==> src/rtl/uart_transmitter.sv <==
// ---------------------------------------------------------------------------
// uart_transmitter
//
// Serialises one byte per request as an 8N1/8N2 UART frame:
//   start bit (0), 8 data bits LSB first, STOP_BITS stop bits (1).
// Every bit lasts TICKS_PER_BIT cycles of baud_clk.
//
// Parameters
//   TICKS_PER_BIT : baud_clk cycles per serial bit (2..31)
//   STOP_BITS     : number of stop bits (1 or 2)
//
// Ports
//   baud_clk  in   oversampling tick clock, rising edge active
//   nrst      in   asynchronous, active-high reset
//   i_8_data  in   byte to send, sampled only when a request is accepted
//   i_send    in   level-sensitive transmit request, honoured in IDLE only
//   o_tx      out  serial line, registered, idles high
//   o_busy    out  high while a frame is in progress
//   o_done    out  one-cycle pulse in the first IDLE cycle after a frame
// ---------------------------------------------------------------------------
module uart_transmitter #(
    parameter int TICKS_PER_BIT = 16,
    parameter int STOP_BITS     = 1
) (
    input  logic       baud_clk,
    input  logic       nrst,
    input  logic [7:0] i_8_data,
    input  logic       i_send,
    output logic       o_tx,
    output logic       o_busy,
    output logic       o_done
);

    typedef enum logic [1:0] {
        IDLE  = 2'd0,
        START = 2'd1,
        DATA  = 2'd2,
        STOP  = 2'd3
    } state_t;

    localparam logic [4:0] TICK_LAST = 5'(TICKS_PER_BIT - 1);
    localparam logic [2:0] STOP_LAST = 3'(STOP_BITS - 1);

    state_t     state_q, state_d;
    logic [4:0] tick_q, tick_d;
    logic [2:0] idx_q, idx_d;
    logic [7:0] hold_q, hold_d;
    logic       tx_q, tx_d;
    logic       done_q, done_d;
    logic       tick_wrap;

    assign tick_wrap = (tick_q == TICK_LAST);

    always_ff @(posedge baud_clk or posedge nrst) begin
        if (nrst) begin
            state_q <= IDLE;
            tick_q  <= 5'd0;
            idx_q   <= 3'd0;
            hold_q  <= 8'h00;
            tx_q    <= 1'b1;
            done_q  <= 1'b0;
        end else begin
            state_q <= state_d;
            tick_q  <= tick_d;
            idx_q   <= idx_d;
            hold_q  <= hold_d;
            tx_q    <= tx_d;
            done_q  <= done_d;
        end
    end

    always_comb begin
        state_d = state_q;
        tick_d  = tick_q;
        idx_d   = idx_q;
        hold_d  = hold_q;

        case (state_q)
            IDLE: begin
                if (i_send) begin
                    state_d = START;
                    hold_d  = i_8_data;
                    tick_d  = 5'd0;
                    idx_d   = 3'd0;
                end
            end
            START: begin
                if (tick_wrap) begin
                    state_d = DATA;
                    tick_d  = 5'd0;
                    idx_d   = 3'd0;
                end else begin
                    tick_d = tick_q + 5'd1;
                end
            end
            DATA: begin
                if (tick_wrap) begin
                    tick_d = 5'd0;
                    if (idx_q == 3'd7) begin
                        state_d = STOP;
                        idx_d   = 3'd0;
                    end else begin
                        idx_d = idx_q + 3'd1;
                    end
                end else begin
                    tick_d = tick_q + 5'd1;
                end
            end
            STOP: begin
                // The bit index is reused to count stop bits, so the tick
                // counter never has to span more than one bit period.
                if (tick_wrap) begin
                    tick_d = 5'd0;
                    if (idx_q == STOP_LAST) begin
                        state_d = IDLE;
                        idx_d   = 3'd0;
                    end else begin
                        idx_d = idx_q + 3'd1;
                    end
                end else begin
                    tick_d = tick_q + 5'd1;
                end
            end
            default: begin
                state_d = IDLE;
                tick_d  = 5'd0;
                idx_d   = 3'd0;
            end
        endcase

        // The line level is derived from the next state and registered, so
        // the start bit appears the cycle after acceptance and o_tx is
        // glitch-free with no path from the inputs.
        case (state_d)
            START:   tx_d = 1'b0;
            DATA:    tx_d = hold_d[idx_d];
            default: tx_d = 1'b1;
        endcase

        done_d = (state_q == STOP) && (state_d == IDLE);
    end

    assign o_tx   = tx_q;
    assign o_busy = (state_q != IDLE);
    assign o_done = done_q;

endmodule

==> config.mk <==
export PLATFORM = sky130hd
export DESIGN_NAME = uart_transmitter
export DESIGN_NICKNAME = d
export VERILOG_FILES = /design/src/rtl/uart_transmitter.sv
export SDC_FILE = /design/constraint.sdc
export NUM_CORES = 1
export LEC_CHECK = 0
export CORE_MARGIN = 1
export CORE_UTILIZATION = 25
export DETAILED_ROUTE_END_ITERATION = 8
export PLACE_DENSITY = 0.46
export SLEW_MARGIN = 30
export SYNTH_ARGS = -nofsm -noshare
export SYNTH_HDL_FRONTEND = slang
export SYNTH_SLANG_ARGS = --single-unit
==> constraint.sdc <==
create_clock -name baud_clk -period 2.1 [get_ports baud_clk]
set_input_delay 0.42 -clock baud_clk [delete_from_list [all_inputs] [get_ports baud_clk]]
set_output_delay 0.42 -clock baud_clk [all_outputs]
set_load 0.05 [all_outputs]
==> results of run 1 <==
## stage by stage
stage / setup TNS, ns / instance area [sq um] / total power [W] / worst slack (ns) / instances
after floorplan: 0 / 1100 / 0.00138 / 0.121 / 95
after global placement: -0.247 / 1380 / 0.00169 / -0.247 / 171
after detailed placement: -0.266 / 1380 / 0.00171 / -0.266 / 171
after CTS: 0 / 1460 / 0.00204 / 0.00302 / 177
after global routing: -0.105 / 1490 / 0.00225 / -0.105 / 179
final: 0 / 1490 / 0.00208 / 0.0206 / 179
## worst min-delay path, stage by stage
cell             delay, ns
clkdlybuf4s50_1       0.39
inv_1                 0.05
buf_4                 0.27
## placed cells by master (no fill, tap or decap), types with 4 or more instances in the layout
| master | Yosys | routed |
|---|---|---|
| buf_4 | 2 | 22 |
| clkbuf_8 | 0 | 4 |
| clkdlybuf4s50_1 | 0 | 12 |
| dfrtp_1 | 19 | 19 |
| inv_1 | 4 | 4 |
| mux2_2 | 10 | 9 |
| mux2i_1 | 4 | 4 |
| nand2_1 | 5 | 5 |
| nor2_1 | 4 | 4 |
| o21ai_0 | 4 | 4 |
## kinds of logic after synthesis
| group | count (synthesis) | share of synthesized area (%) |
|---|---|---|
| simple gates | 27 | 15.4 |
| flops | 20 | 45.5 |
| compound gates | 19 | 13.9 |
| mux | 15 | 15.2 |
| buf+inv | 10 | 5.44 |
| fa+ha+maj | 4 | 4.54 |
## timing repair
item | 4_1_cts | 5_1_grt
hold endpoints to repair | 0 | 0
pin swaps | 2 | 4
resized for setup | 3 | 3
endpoints found under the setup margin | 1 | 1
buffers inserted | 2 | 2
## sequential cells by signal (all words and copies together) (netlist names)
register  flops
o_tx          1
o_done        1
state_q       2
tick_q        5
hold_q        8
idx_q         3
## per-layer routing
| metal | vias up | GRT usage (%) | wire length, um |
|---|---|---|---|
| met4 | 0 | 5.21 | 63 |
| met5 | - | 0 | 0 |
| met2 | 21 | 19.4 | 1100 |
| met3 | 6 | 3.50 | 99 |
| li1 | 413 | - | - |
| met1 | 414 | 14.8 | 1150 |
## cell type report
class	instances	share of cell area (%)
Tap cell	50	4.19
Timing Repair Buffer	34	19.1
Sequential cell	20	33.6
Inverter	6	1.51
Clock buffer	4	3.69
Multi-Input combinational cell	65	37.8
## power groups by stage
stage	registers (W)	logic [W]	clock network, W
2_1_floorplan	0.000687	0.000692	0
3_3_place_gp	0.000675	0.00101	0
3_5_place_dp	0.000681	0.00103	0
4_1_cts	0.000675	0.00106	0.000308
5_1_grt	0.000697	0.00123	0.000325
6_report	0.000674	0.00111	0.000294
## path summary, 6_finish.rpt
check	to	cells after the start	slack, ns	startpoint
min in group baud_clk	hold_q[2]	1	0.50	hold_q[2]
max	o_tx	8	0.02	tick_q[1]
max in group asynchronous	o_tx	3	1.34	nrst
max reg2reg	o_tx	8	0.02	tick_q[1]
min reg2reg	hold_q[2]	1	0.50	hold_q[2]
min	tick_q[3]	3	0.49	nrst
==> impl_metrics.csv, run 1 <==
group,metric,value,unit
worst_setup_path,arrival,2.25,ns
pwr,seq_power_share,32.4,%
final_layout,nFillCells,422,
worst_setup_path,path_buf_inv,0,
worst_setup_path,critPathSlowestCell,"dfrtp_1",
drt,wirelength,2.41,mm
place,place.gp.congestion,0.776,
synth,syn_inst,95,
synth,synth_cell_types,40,
clock_tree,clk_pin_slew,0.07,ns
synth,synthesis.nets,110,
pwr,combPwrFrac,53.4,%
global_routing,grt_pass1_vias,888,
worst_setup_path,cp_top_family,"simple AND/OR/NAND/NOR gates",
worst_hold_path,hp-class,"in2async",
pwr,p_leak,0.650,nW
drt,ant_nets,0,
pwr,pwr_density_cell,1390,nW/um^2
floorplanning,start_util,26.8,%
worst_setup_path,setup.worst_path.start_class,"flip-flop",
synth,yosysWarnings,0,
clock_tree,root_buffer,"clkbuf_8",
pwr,p_int,0.00130,W
drt,dr.pass1.iters,4,
floorplanning,core.rowCount,23,
final_layout,fin_util,36.2,%
global_routing,grt-ovfl-total,0,
synth,syn_area_per_cell,11.6,sq um
pwr,p_sw,0.000776,W
worst_setup_path,critPathKind,"reg2reg",
clock_tree,postCtsHoldBufs,0,
worst_setup_path,worstPathCellList,"ha_2 > and4b_2 > nor2_2 > o21ai_1 > nand3_4 > mux2_4 > a22oi_2 > a41oi_2",
synth,synth_area,1100,sq um
place,dp_hpwl,1.74,mm
final_layout,diodes,0,
floorplanning,coreArea,4120,sq um
final_layout,multiInputGateArea,564,sq um
synth,synth.largest_area_cell,"dfrtp_1",
floorplanning,dieHeight,68.4,um
clock_tree,htree_levels,1,
final_layout,synthToLayoutAreaGrowth,35.1,%
run_status,status,"finished, final reports clean",
sta,timing.fmax,481,MHz
pwr,ir_drop,0.000526,V
synth,synth_common_cells,"19 x dfrtp_1, 10 x mux2_2, 5 x nand2_1",
sta,skew,0.00178,ns
flow_run,cap_violations,0,
synth,yosysMostFrequentCell,"dfrtp_1",
global_routing,grt_usage,12.0,%
sta,drv_slew,0,
clock_tree,cts_made_buffers,3,
drt,vias,854,
synth,ys_seq_area_share,45.5,%
synth,yosysTopAreaCellShare,43.1,%
place,portBuffers,13,
worst_setup_path,critical_path.max_fanout,5,
sta,worst_pin_slew,0.493,ns
sta,hold_violations,0,
synth,yosys-top-cells-area,"dfrtp_1 43%, mux2_2 10%, ha_1 4.5%",
sta,setup_viol_count_final,0,
drt,wl_per_cell,13.4,um
clock_tree,clk_path_buf_depth,2,
synth,synth_edf_count,0,
global_routing,grt_max_degree,21,
drt,drc,0,
synth,ys.flop_type,"dfrtp_1",
sta,holdWs,0.488,ns
final_layout,drive_gt1_share,40.3,%
clock_tree,clock-sinks,20,
global_routing,antenna_found_initial,0,
synth,synth-async-reset-ratio,100,%
sta,fin_crit_sh,99.0,%
drt,drt_iter0_markers,20,
worst_setup_path,endpoint_kind,"flip-flop",
worst_setup_path,cp.required,2.27,ns
sta,rsz0062_at_grt,"true",
sta,fin_crit,2.08,ns
floorplanning,chipWidth,68.4,um
final_layout,seq_area,502,sq um
pwr,sw_frac_of_total,37.3,%
pwr,p_clk_share,14.2,%
worst_setup_path,critical_path.max_stage_delay,0.36,ns
global_routing,grt_pass1_wl,4.06,mm
floorplanning,die-area,4680,sq um
floorplanning,ios,14,
clock_tree,tritoncts,"done",
drt,vias_per_cell,4.77,
final_layout,nets,145,
clock_tree,clk_latency,0.26,ns
sta,slew_headroom,67.0,%
synth,ys_ff_latch,20,
Power figures use the tool's default switching activity.
==> inputs of run 2 (changes only) <==
- DONT_BUFFER_PORTS: default -> 1
- PLACE_DENSITY: 0.46 -> 0.42
- SLEW_MARGIN: 30 -> default
==> run 2 against run 1 <==
Via count down 10%. Combinational power down 15%. Sequential power up 3.7%. Setup slack better by 0.030 ns. Flip-flop and latch count unchanged.
==> impl_metrics.csv, run 2 (synthesis gave the netlist of run 1 again) <==
group,metric,value,unit
run_status,status,"finished, final reports clean",
sta,fin_ws,0.0504,ns
worst_setup_path,setup.worst_path.start_class,"flip-flop",
global_routing,grt_use_met2,19.7,%
final_layout,fin_util,32.3,%
sta,fin_crit_sh,97.6,%
sta,timing.fmax,488,MHz
sta,worst_pin_slew,0.784,ns
final_layout,diodes,0,
floorplanning,ios,14,
final_layout,finalNonFillerCells,159,
global_routing,grt_pass1_wl,3.89,mm
sta,slew_headroom,47.7,%
final_layout,drive_gt1_share,42.2,%
final_layout,synthToLayoutAreaGrowth,20.5,%
place,dp_hpwl,1.69,mm
worst_hold_path,hp-class,"in2async",
floorplanning,die-area,4680,sq um
place,portBuffers,0,
clock_tree,htree_levels,1,
worst_setup_path,endpoint_kind,"flip-flop",
floorplanning,dieHeight,68.4,um
sta,drv_slew,0,
global_routing,grtUsageMet1,14.3,%
sta,setup_tns,0,ns
clock_tree,clock-sinks,20,
place,place.gp.congestion,0.781,
final_layout,top_register,"hold_q",
global_routing,grt.busiest_layer,"met2",
worst_setup_path,arrival,2.23,ns
clock_tree,clk_pin_slew,0.08,ns
clock_tree,cts_made_buffers,3,
flow_run,cap_violations,0,
drt,wirelength,2.26,mm
clock_tree,root_buffer,"clkbuf_8",
global_routing,grt_max_degree,21,
worst_setup_path,critPathKind,"reg2reg",
final_layout,final_cell_mix,"19 x dfrtp_1, 14 x buf_4, 9 x mux2_2",
sta,rsz0062_at_grt,"true",
global_routing,grt-ovfl-total,0,
worst_setup_path,critical_path.max_fanout,5,
floorplanning,chipWidth,68.4,um
drt,ant_nets,0,
worst_setup_path,cp.required,2.28,ns
sta,setup_viol_count_final,0,
clock_tree,clk_latency,0.26,ns
drt,vias_per_cell,4.82,
drt,wl_per_cell,14.2,um
drt,drc,0,
global_routing,grt_pass1_vias,823,
final_layout,nFillCells,437,
clock_tree,tritoncts,"done",
pwr,p_leak,0.570,nW
floorplanning,coreArea,4120,sq um
final_layout,mostFrequentLayoutCell,"dfrtp_1",
global_routing,grtUsageMet3,4.00,%
final_layout,nets,125,
sta,hold_violations,0,
final_layout,largest_reg_flops,8,
pwr,ir_drop,0.000767,V
drt,drt_iter0_markers,38,
floorplanning,core.rowCount,23,
pwr,pwr_density_cell,1530,nW/um^2
sta,skew,0.00657,ns
drt,dr.pass1.iters,4,
global_routing,grt_usage,11.7,%
floorplanning,start_util,26.8,%
place,place_ws,-0.0117,ns
sta,fin_crit,2.05,ns
global_routing,antenna_found_initial,0,
drt,vias,767,
clock_tree,clk_path_buf_depth,2,
final_layout,largestRegisters,"hold_q (8), tick_q (5), idx_q (3)",
place,place_inst,154,
## run 2: cell types whose count changed in the layout (fill, tap and decap cells not counted), sizes merged
cell           before  now
clkbuf              4    3
buf                22   14
clkdlybuf4s50      12    0
bufinv              0    1
## run 2: power by group
part	switching, W	internal (W)	total, W
clock network	0.000134	0.000254	0.000388
logic	0.000480	0.000469	0.000949
registers	0.000136	0.000563	0.000699
total	0.000750	0.00129	0.00204
## run 2: worst paths after layout
| path | startpoint | cells past startpoint | slack [ns] | end |
|---|---|---|---|---|
| max | idx_q[0] | 8 | 0.05 | o_tx |
| min | nrst | 1 | 0.18 | hold_q[2] |
| max reg2reg | idx_q[0] | 8 | 0.05 | o_tx |
| min reg2reg | hold_q[2] | 1 | 0.50 | hold_q[2] |
| max in group asynchronous | nrst | 1 | 1.42 | tick_q[1] |
| min in group baud_clk | i_8_data[0] | 1 | 0.32 | hold_q[0] |
## run 2: repair_timing
item | CTS | global route
pin swaps | 2 | 6
setup endpoints to repair | 1 | 1
hold buffers | 0 | 0
gates cloned | 0 | 0
gates resized for setup | 1 | 6
setup buffers | 0 | 1
## run 2: area by class of cell
cell class	count	area (sq um)	share of cell area [%]
multi-input cells	65	567	42.6
flip-flops and latches	20	502	37.7
repair buffers	14	105	7.90
well taps	50	62.6	4.70
clock buffers	3	41.3	3.10
clock inverters	1	30.0	2.26
inverters	6	22.5	1.69
## run 2: per-layer routing
| layer | wire, um | up-vias |
|---|---|---|
| met2 | 1140 | 18 |
| met4 | 19 | 0 |
| met1 | 1010 | 376 |
| met5 | 0 | - |
| met3 | 93 | 2 |
| li1 | - | 371 |
## run 2: through the flow
| stage | cell area [sq um] | hold slack, ns | power [W] |
|---|---|---|---|
| after floorplan | 1100 | 0.383 | 0.00138 |
| after global placement | 1230 | 0.478 | 0.00160 |
| after detailed placement | 1230 | 0.486 | 0.00162 |
| after CTS | 1300 | 0.219 | 0.00203 |
| after global routing | 1330 | 0.243 | 0.00221 |
| final | 1330 | 0.183 | 0.00204 |
## run 2: critical path, stage by stage, from the launching register on
cell     delay [ns]
dfrtp_1        0.41
ha_1           0.22
ha_2           0.18
nor4_2         0.22
o21ai_1        0.12
nand3_2        0.17
mux2_4         0.33
a22oi_2        0.20
a41oi_2        0.13
